$ cat src/rtl/osd_cmd_feeder.sv
// osd_cmd_feeder: pairs MCU bytes into 16-bit OSD command words, queues them,
// and presents each word on osd_command for a minimum hold time. Repeated
// identical words are split by a 0x0000 no-op so the overlay sees a change.
module osd_cmd_feeder #(
  parameter int unsigned HOLD_CYCLES = 4,
  parameter int unsigned FIFO_AW     = 4
) (
  input  logic        clk,
  input  logic        reset,
  input  logic [7:0]  rx_data,
  input  logic        rx_strobe,
  input  logic        rx_frame,
  output logic [15:0] osd_command,
  output logic        fifo_full,
  output logic        busy,
  output logic        overflow
);

  localparam int unsigned WORD_W = 16;
  localparam int unsigned CNT_W  = 8;
  localparam int unsigned DEPTH  = 1 << FIFO_AW;
  localparam int unsigned FCNT_W = FIFO_AW + 1;

  // Word hold reload; the extra IDLE cycle after HOLD supplies the final clock.
  localparam logic [CNT_W-1:0] HOLD_LOAD = CNT_W'(HOLD_CYCLES - 1);
  // The separator hands straight over to HOLD with no IDLE cycle in between,
  // so it counts one further to stay on screen as long as a normal word.
  localparam logic [CNT_W-1:0] SEP_LOAD  = CNT_W'(HOLD_CYCLES);

  localparam logic [1:0] ST_IDLE = 2'd0;
  localparam logic [1:0] ST_SEP  = 2'd1;
  localparam logic [1:0] ST_HOLD = 2'd2;

  // ---------------------------------------------------------------------------
  // Byte pair assembly
  // ---------------------------------------------------------------------------
  logic       ph;
  logic [7:0] hi_byte;
  logic       frame_q;
  logic       frame_fall_c;
  logic       strobe_ok_c;
  logic       push_c;

  assign frame_fall_c = frame_q & ~rx_frame;
  assign strobe_ok_c  = rx_strobe & rx_frame;
  assign push_c       = strobe_ok_c & ph;

  // Phase tracking: first byte of a pair is the command, second completes it.
  always_ff @(posedge clk or posedge reset) begin
    if (reset) begin
      ph      <= 1'b0;
      hi_byte <= 8'h00;
      frame_q <= 1'b0;
    end else begin
      frame_q <= rx_frame;
      if (frame_fall_c) begin
        ph <= 1'b0;
      end else if (strobe_ok_c) begin
        if (!ph) begin
          hi_byte <= rx_data;
        end
        ph <= ~ph;
      end
    end
  end

  // ---------------------------------------------------------------------------
  // Command FIFO
  // ---------------------------------------------------------------------------
  logic [WORD_W-1:0]  mem [DEPTH];
  logic [FIFO_AW-1:0] wr_ptr;
  logic [FIFO_AW-1:0] rd_ptr;
  logic [FCNT_W-1:0]  count;
  logic [FCNT_W-1:0]  count_nxt;
  logic               full_c;
  logic               empty_c;
  logic               wr_en_c;
  logic               drop_c;
  logic               pop_c;
  logic [WORD_W-1:0]  head_c;

  assign full_c  = (count == FCNT_W'(DEPTH));
  assign empty_c = (count == '0);
  assign wr_en_c = push_c & ~full_c;
  assign drop_c  = push_c & full_c;
  assign head_c  = mem[rd_ptr];

  // Storage array; contents are don't-care until written.
  always_ff @(posedge clk) begin
    if (wr_en_c) begin
      mem[wr_ptr] <= {hi_byte, rx_data};
    end
  end

  // Occupancy after this cycle's push and pop.
  always_comb begin
    count_nxt = count;
    if (wr_en_c && !pop_c) begin
      count_nxt = count + FCNT_W'(1);
    end else if (!wr_en_c && pop_c) begin
      count_nxt = count - FCNT_W'(1);
    end
  end

  // Pointers, occupancy and the status flags derived from them.
  always_ff @(posedge clk or posedge reset) begin
    if (reset) begin
      wr_ptr    <= '0;
      rd_ptr    <= '0;
      count     <= '0;
      fifo_full <= 1'b0;
      overflow  <= 1'b0;
    end else begin
      if (wr_en_c) begin
        wr_ptr <= wr_ptr + FIFO_AW'(1);
      end
      if (pop_c) begin
        rd_ptr <= rd_ptr + FIFO_AW'(1);
      end
      count     <= count_nxt;
      fifo_full <= (count_nxt == FCNT_W'(DEPTH));
      if (drop_c) begin
        overflow <= 1'b1;
      end
    end
  end

  // ---------------------------------------------------------------------------
  // Output FSM
  // ---------------------------------------------------------------------------
  logic [1:0]        state;
  logic [1:0]        state_nxt;
  logic [CNT_W-1:0]  cnt;
  logic [CNT_W-1:0]  cnt_nxt;
  logic [WORD_W-1:0] pend;
  logic [WORD_W-1:0] pend_nxt;
  logic [WORD_W-1:0] cmd_nxt;

  // State, hold counter, pending word and the registered command output.
  always_ff @(posedge clk or posedge reset) begin
    if (reset) begin
      state       <= ST_IDLE;
      cnt         <= '0;
      pend        <= '0;
      osd_command <= '0;
    end else begin
      state       <= state_nxt;
      cnt         <= cnt_nxt;
      pend        <= pend_nxt;
      osd_command <= cmd_nxt;
    end
  end

  // Next-state: pop in IDLE, insert a separator for repeats, count down holds.
  always_comb begin
    state_nxt = state;
    cnt_nxt   = cnt;
    pend_nxt  = pend;
    cmd_nxt   = osd_command;
    pop_c     = 1'b0;
    case (state)
      ST_IDLE: begin
        if (!empty_c) begin
          pop_c = 1'b1;
          if (head_c != osd_command) begin
            cmd_nxt   = head_c;
            cnt_nxt   = HOLD_LOAD;
            state_nxt = ST_HOLD;
          end else if (head_c != '0) begin
            cmd_nxt   = '0;
            pend_nxt  = head_c;
            cnt_nxt   = SEP_LOAD;
            state_nxt = ST_SEP;
          end
        end
      end
      ST_SEP: begin
        if (cnt == '0) begin
          cmd_nxt   = pend;
          cnt_nxt   = HOLD_LOAD;
          state_nxt = ST_HOLD;
        end else begin
          cnt_nxt = cnt - CNT_W'(1);
        end
      end
      ST_HOLD: begin
        if (cnt == '0) begin
          state_nxt = ST_IDLE;
        end else begin
          cnt_nxt = cnt - CNT_W'(1);
        end
      end
      default: begin
        state_nxt = ST_IDLE;
      end
    endcase
  end

  // Busy while anything is queued or a word/separator is still being held.
  assign busy = ~empty_c | (state != ST_IDLE);

endmodule

$ cat config.mk
export PLATFORM = sky130hd
export DESIGN_NAME = osd_cmd_feeder
export DESIGN_NICKNAME = d
export VERILOG_FILES = /design/src/rtl/osd_cmd_feeder.sv
export SDC_FILE = /design/constraint.sdc
export NUM_CORES = 1
export LEC_CHECK = 0
export CAP_MARGIN = 20
export CORE_MARGIN = 2
export CORE_UTILIZATION = 29
export CTS_BUF_LIST = sky130_fd_sc_hd__clkbuf_4 sky130_fd_sc_hd__clkbuf_8
export CTS_CLUSTER_DIAMETER = 50
export CTS_CLUSTER_SIZE = 10
export DETAILED_ROUTE_END_ITERATION = 16
export PLACE_DENSITY = 0.46
export RECOVER_POWER = 50
export SYNTH_ARGS = -nofsm -noshare
export SYNTH_HDL_FRONTEND = slang
export SYNTH_SLANG_ARGS = --single-unit
export TNS_END_PERCENT = 50
$ cat constraint.sdc
create_clock -name clk -period 8 [get_ports clk]
set_clock_uncertainty 0.05 [all_clocks]
set_input_delay 1.6 -clock clk [delete_from_list [all_inputs] [get_ports clk]]
set_output_delay 1.6 -clock clk [all_outputs]
set_load 0.01 [all_outputs]
### Word-level counts from Yosys, hierarchy flattened

Memory sizes are Yosys's and may differ from the RTL's.
Cells that the tools add are included.

| operators by class | value |
|---|---|
| $add $sub $neg | 5 |
| eq/ne operators | 10 |
| mux-type cells | 25 |
| bitwise operators | 12 |
| reduce and logical (&&, ||, !) cells | 17 |

Operator list:

| kind | count |
|---|---|
| two-way mux 16 bit | 4 |
| two-way mux 8 bit | 5 |
| one-hot mux 16 bit (2 select lines) | 1 |
| one-hot mux 8 bit (3 select lines) | 1 |
| != test 16 bit | 1 |
| AND reduction 4 bit | 4 |
| nonzero test 16 bit | 1 |
| equality test 5 bit, second input constant | 2 |
| two-way mux 2 bit | 5 |
| two-way mux 5 bit | 2 |
| adder 4 x 1 -> 4 bit, second input constant | 2 |
| logical NOT 8 bit | 1 |
| != test 2 bit, second input constant | 4 |
| subtractor 8 x 1 -> 8 bit, second input constant | 1 |
| two-way mux 1 bit | 6 |
| NOT 1 bit | 6 |
| one-hot mux 2 bit (3 select lines) | 1 |
| nonzero test 2 bit | 3 |
| adder 5 x 1 -> 5 bit, second input constant | 1 |
| bitwise AND 1 bit | 5 |
| logical NOT 5 bit | 1 |
| subtractor 5 x 1 -> 5 bit, second input constant | 1 |
| != test 3 bit, second input constant | 1 |
| AND reduction 3 bit | 1 |
| 7 further kinds | 9 |

| storage, ports and cells | value |
|---|---|
| bits in registers | 67 |
| RAM bits | 256 |
| input port bits | 12 |
| memories kept | 1 |

Memories:

| memory | words | width | read ports | clocked after Yosys merged registers in | write ports | RTL line | source |
|---|---|---|---|---|---|---|---|
| mem | 16 | 16 | 1 | 0 | 1 | 70 | `logic [WORD_W-1:0] mem [DEPTH];` |

### Logic depth before layout (Yosys ltp)

| depth | value |
|---|---|
| depth after elaboration | 8 |
| mapped depth | 15 |
| mapped depth without buffers | 11 |

### Worst setup path before layout

OpenSTA, ideal clock, no wires.

| timing path | value |
|---|---|
| path type | reg-to-reg |
| start | register rd_ptr[0] |
| end | register osd_command[10] |
| data arrival time | 3.425 ns |
| required time | 7.825 ns |
| path slack | 4.400 ns |
| stages on the path, launching flop included | 14 |
| path buffers | 5 |
| path through | dfrtp_1 buf_2 buf_2 inv_2 buf_1 mux2_2 a222oi_1 nand2_1 a211oi_4 nor4b_4 nand2b_1 buf_6 buf_8 mux2_2 |

| on the way | value |
|---|---|
| word-level cells in the longest chain between the ends | 5 |
| elaborated cells on any way between the ends | 8 |

RTL lines:

| item | RTL line | source |
|---|---|---|
| from (decl) | 72 | `logic [FIFO_AW-1:0] rd_ptr;` |
| from (signal assigned) | 118 | `rd_ptr <= rd_ptr + FIFO_AW'(1);` |
| memory (16 x 16 bit) (*) | n/a |  |
| != test 16 bit | 165 | `if (head_c != osd_command) begin` |
| two-way mux 16 bit | 165 |  |
| two-way mux 16 bit | 163 | `if (!empty_c) begin` |
| one-hot mux 16 bit (2 select lines) | 161 | `case (state)` |
| to (signal assigned) | 150 | `osd_command <= cmd_nxt;` |
| to (decl) | 13 | `output logic [15:0] osd_command,` |

Mark *: on every way between the ends. The rest lies on a longest branch, timed or not. The select of a mux whose other input is x is not followed.
A chain may end at the register's enable or synchronous reset.

==> flow_summary.ini <==
[status]
outcome = finished with violations
failing_checks = capacitance limit, slew limit

[yosys]
post_synth_main_area_contributors = sky130_fd_sc_hd__edfxtp_1 56%, sky130_fd_sc_hd__dfrtp_1 12%, sky130_fd_sc_hd__mux4_2 7.2%
postSynth.asyncResetShare_pct = 20.74
yosys.area_share.xor_xnor_pct = 1.973
synth.yosys.seq_area_share_pct = 68.04
synth.avg_cell_area_um2 = 16.78
synth_compound_gate_area_share_pct = 4.873
synthSimpleGateAreaFrac_pct = 5.927
synth.cells.most_frequent = 256 x sky130_fd_sc_hd__edfxtp_1, 67 x sky130_fd_sc_hd__dfrtp_1, 53 x sky130_fd_sc_hd__nand2_1
synth_cell_types = 58
ys.flop_type = sky130_fd_sc_hd__edfxtp_1
mappedNetlistArea_um2 = 13760
yosys-mux-area-fraction_pct = 15.58
synthMostInstantiatedCell = sky130_fd_sc_hd__edfxtp_1
synth_top_family_by_area = multiplexers
syn_nets = 845
ys_warn_count = 0
post_synthesis_adder_cell_area_fraction_pct = 1.182
synthCells = 820
synth_edf_count = 256
synthDominantCellAreaShare_pct = 55.85
netlist.top_cell.by_area = sky130_fd_sc_hd__edfxtp_1
synth-seq-cells = 323

[place]
dp_hpwl_um = 19480
place.port_buffers = 30
gp_routability_congestion = 0.7083
postPlaceCellArea_um2 = 14790
detailedPlace.worstSlack_ns = 2.635

[finish]
nNetsFinal = 912
n_antenna_cell = 0
syn_to_final_growth_pct = 13.75
stdcell_area_um2 = 15660
drive_gt1_share_pct = 22.51

[global_route]
met1_global_route_usage_pct = 18.61
globalRouteMet2Util_pct = 22.15
first_global_vias = 7531
antenna_found_initial = 0
grt_max_degree = 68
globalRouteTotalUtil_pct = 13.64
grt_pass1_wl_um = 49830
grt_overflow_total = 0
global_route.peak_usage_layer = met2
met3_usage_pct = 2.756

[routing]
final_routed_wirelength_um = 33050
drc = 0
first_iter_violations = 508
post_drt_via_cell_ratio = 4.796
vias = 7299
avgRoutedWirePerCell_um = 21.72
ant_nets = 0
detail_route.first_pass.iterations = 6

[timing]
finish_stage_setup_viols = 0
postLayoutSetupSlackWorst_ns = 2.306
min_period_over_period_pct = 71.17
maxClockFrequency_mhz = 175.6
grt_setup_unrepaired = false
maxSlewViolCount = 52
setup_tns_ns = 0
hold_viol_final = 0
tightest_slew_ns = 3.077
timing.max_slew.rel_slack_pct = -105.2
post-route-min-period_ns = 5.694

[floorplanning]
die_width_um = 221.9
die_area_um2 = 49220
fp.dieH_um = 221.9
initial_core_util_pct = 29.50
boundaryPins = 31
fp.coreArea_um2 = 46650
std_cell_rows = 79

[clock_tree]
cts_root_buffer = sky130_fd_sc_hd__clkbuf_8
tritoncts.num_buffers = 44
tritoncts = yes
cts_resized = 0
clkLatencyLatePin_ns = 0.61
cts.clk_slew.worst_paths_ns = 0.07
cts.hold.buffers_added = 0
largest_buffer_count_on_any_clock_path = 3
cts.repair_timing.setup_buffer_count = 0
numClockSinks = 323
clock_tree.htree_level_count = 2

[pwr]
netSwitchingFraction_pct = 34.91
p_clk_share_pct = 24.2
internal-power_mw = 3.464
power.share.sequential_pct = 42.8
vdd.ir_drop.worst_mv = 0.1153
switchingPower_mw = 1.858
power-per-cell-area_nw_per_um2 = 339.9
p_leak_nw = 5.338
post-layout-total-power_mw = 5.322
comb_power_share_pct = 33.0

[worst_hold_path]
timing.hold.worst.class = reg -> reg
hold_depth = 1

[critical_path]
arrival_time_of_data_at_the_critical_path_endpoint_ns = 5.25
ff2ff_path_depth = 10
start_kind = input port
critical_path.max_fanout = 51
worst-endpoint-required_ns = 7.56
critPathCaptureType = asynchronous set/reset pin
timing_worst_setup_path_type = in -> async

[flow_run]
maxCapViolations = 1
-- per-layer routing --
metal / up-vias / part of all wire [%]
li1: 3324 / -
met1: 3793 / 47
met2: 129 / 47
met3: 53 / 4.0
met4: 0 / 2.0
met5: - / 0
-- flip-flops by register name, indices dropped and copies added (netlist names) --
| register | count |
|---|---|
| cnt | 8 |
| count | 5 |
| fifo_full | 1 |
| frame_q | 1 |
| hi_byte | 8 |
| mem | 256 |
| osd_command | 16 |
| overflow | 1 |
| pend | 16 |
| ph | 1 |
| rd_ptr | 4 |
| state | 2 |
| wr_ptr | 4 |
-- metrics by stage --
stage | hold slack [ns] | std cells | utilization [%]
after global routing | 0.4097 | 1522 | 33.56
after CTS | 0.3956 | 1521 | 33.57
after floorplan | 0.3603 | 820 | -
after detailed placement | 0.3856 | 1447 | 31.71
final | 0.3890 | 1522 | 33.56
after global placement | 0.3644 | 1447 | 31.71
-- layout by cell type (no fill, tap or decap), types with 3 or more instances in the layout --
cell and instances:
sky130_fd_sc_hd__clkbuf_4 12, sky130_fd_sc_hd__nor2_1 18, sky130_fd_sc_hd__inv_1 23, sky130_fd_sc_hd__edfxtp_1 256, sky130_fd_sc_hd__ha_1 13, sky130_fd_sc_hd__mux4_2 44, sky130_fd_sc_hd__dfrtp_1 65, sky130_fd_sc_hd__mux2_4 3
sky130_fd_sc_hd__o21ai_0 43, sky130_fd_sc_hd__clkdlybuf4s50_1 20, sky130_fd_sc_hd__a22oi_1 3, sky130_fd_sc_hd__mux4_1 10, sky130_fd_sc_hd__buf_4 25, sky130_fd_sc_hd__nand4_1 4, sky130_fd_sc_hd__clkbuf_8 48, sky130_fd_sc_hd__o31ai_1 14
sky130_fd_sc_hd__nor3_1 9, sky130_fd_sc_hd__mux2_2 50, sky130_fd_sc_hd__nor4_1 7, sky130_fd_sc_hd__mux2i_1 26, sky130_fd_sc_hd__nor2b_1 7, sky130_fd_sc_hd__and2_1 17, sky130_fd_sc_hd__or3_1 5, sky130_fd_sc_hd__o22ai_1 9
sky130_fd_sc_hd__nand3_1 9, sky130_fd_sc_hd__clkbuf_1 3, sky130_fd_sc_hd__a21oi_1 10, sky130_fd_sc_hd__inv_6 3, sky130_fd_sc_hd__o41ai_1 6, sky130_fd_sc_hd__clkinv_2 3, sky130_fd_sc_hd__nor4b_1 3, sky130_fd_sc_hd__xor2_1 15
sky130_fd_sc_hd__dlygate4sd3_1 10, sky130_fd_sc_hd__clkinvlp_4 5, sky130_fd_sc_hd__nand2_1 53, sky130_fd_sc_hd__nand2b_1 7, sky130_fd_sc_hd__xnor2_1 16, sky130_fd_sc_hd__a211oi_1 6
-- layout make-up --
class | count | area [um^2]
inverters | 25 | 95.09
repair buffers | 58 | 499.2
fillers | 4472 | 31000
multi-input cells | 435 | 4066
flip-flops and latches | 323 | 9369
clock inverters | 14 | 116.4
clock buffers | 60 | 750.7
well taps | 607 | 759.5
-- power by group through the flow --
stage	Combinational, mW	Clock (mW)	Sequential, mW
after global placement	1.78	0	2.32
after global routing	1.92	1.41	2.32
after floorplan	1.37	0	2.16
after CTS	1.79	1.34	2.28
after detailed placement	1.78	0	2.32
final	1.75	1.29	2.28
-- kinds of logic after synthesis --
| kind of cell | Yosys count |
|---|---|
| simple gates | 152 |
| compound gates | 105 |
| mux | 134 |
| fa+ha+maj | 13 |
| xor+xnor | 31 |
| buf+inv | 62 |
| flops | 323 |
-- worst max-delay path, cell delays in order --
cell,delay (ns)
sky130_fd_sc_hd__dlygate4sd3_1,0.54
sky130_fd_sc_hd__clkinvlp_2,0.06
sky130_fd_sc_hd__clkbuf_1,0.78
sky130_fd_sc_hd__clkbuf_1,2.24
-- path summary, 6_finish.rpt --
check	from	endpoint	slack [ns]
worst max-delay path	reset	rd_ptr[1]	2.31
worst min-delay path	frame_q	ph	0.39
worst max register to register	rd_ptr[1]	osd_command[15]	2.70
worst min register to register	frame_q	ph	0.39
max in group clk	rd_ptr[1]	osd_command[15]	2.70
min in group asynchronous	reset	count[2]	1.74
(Power assumes the default switching activity.)
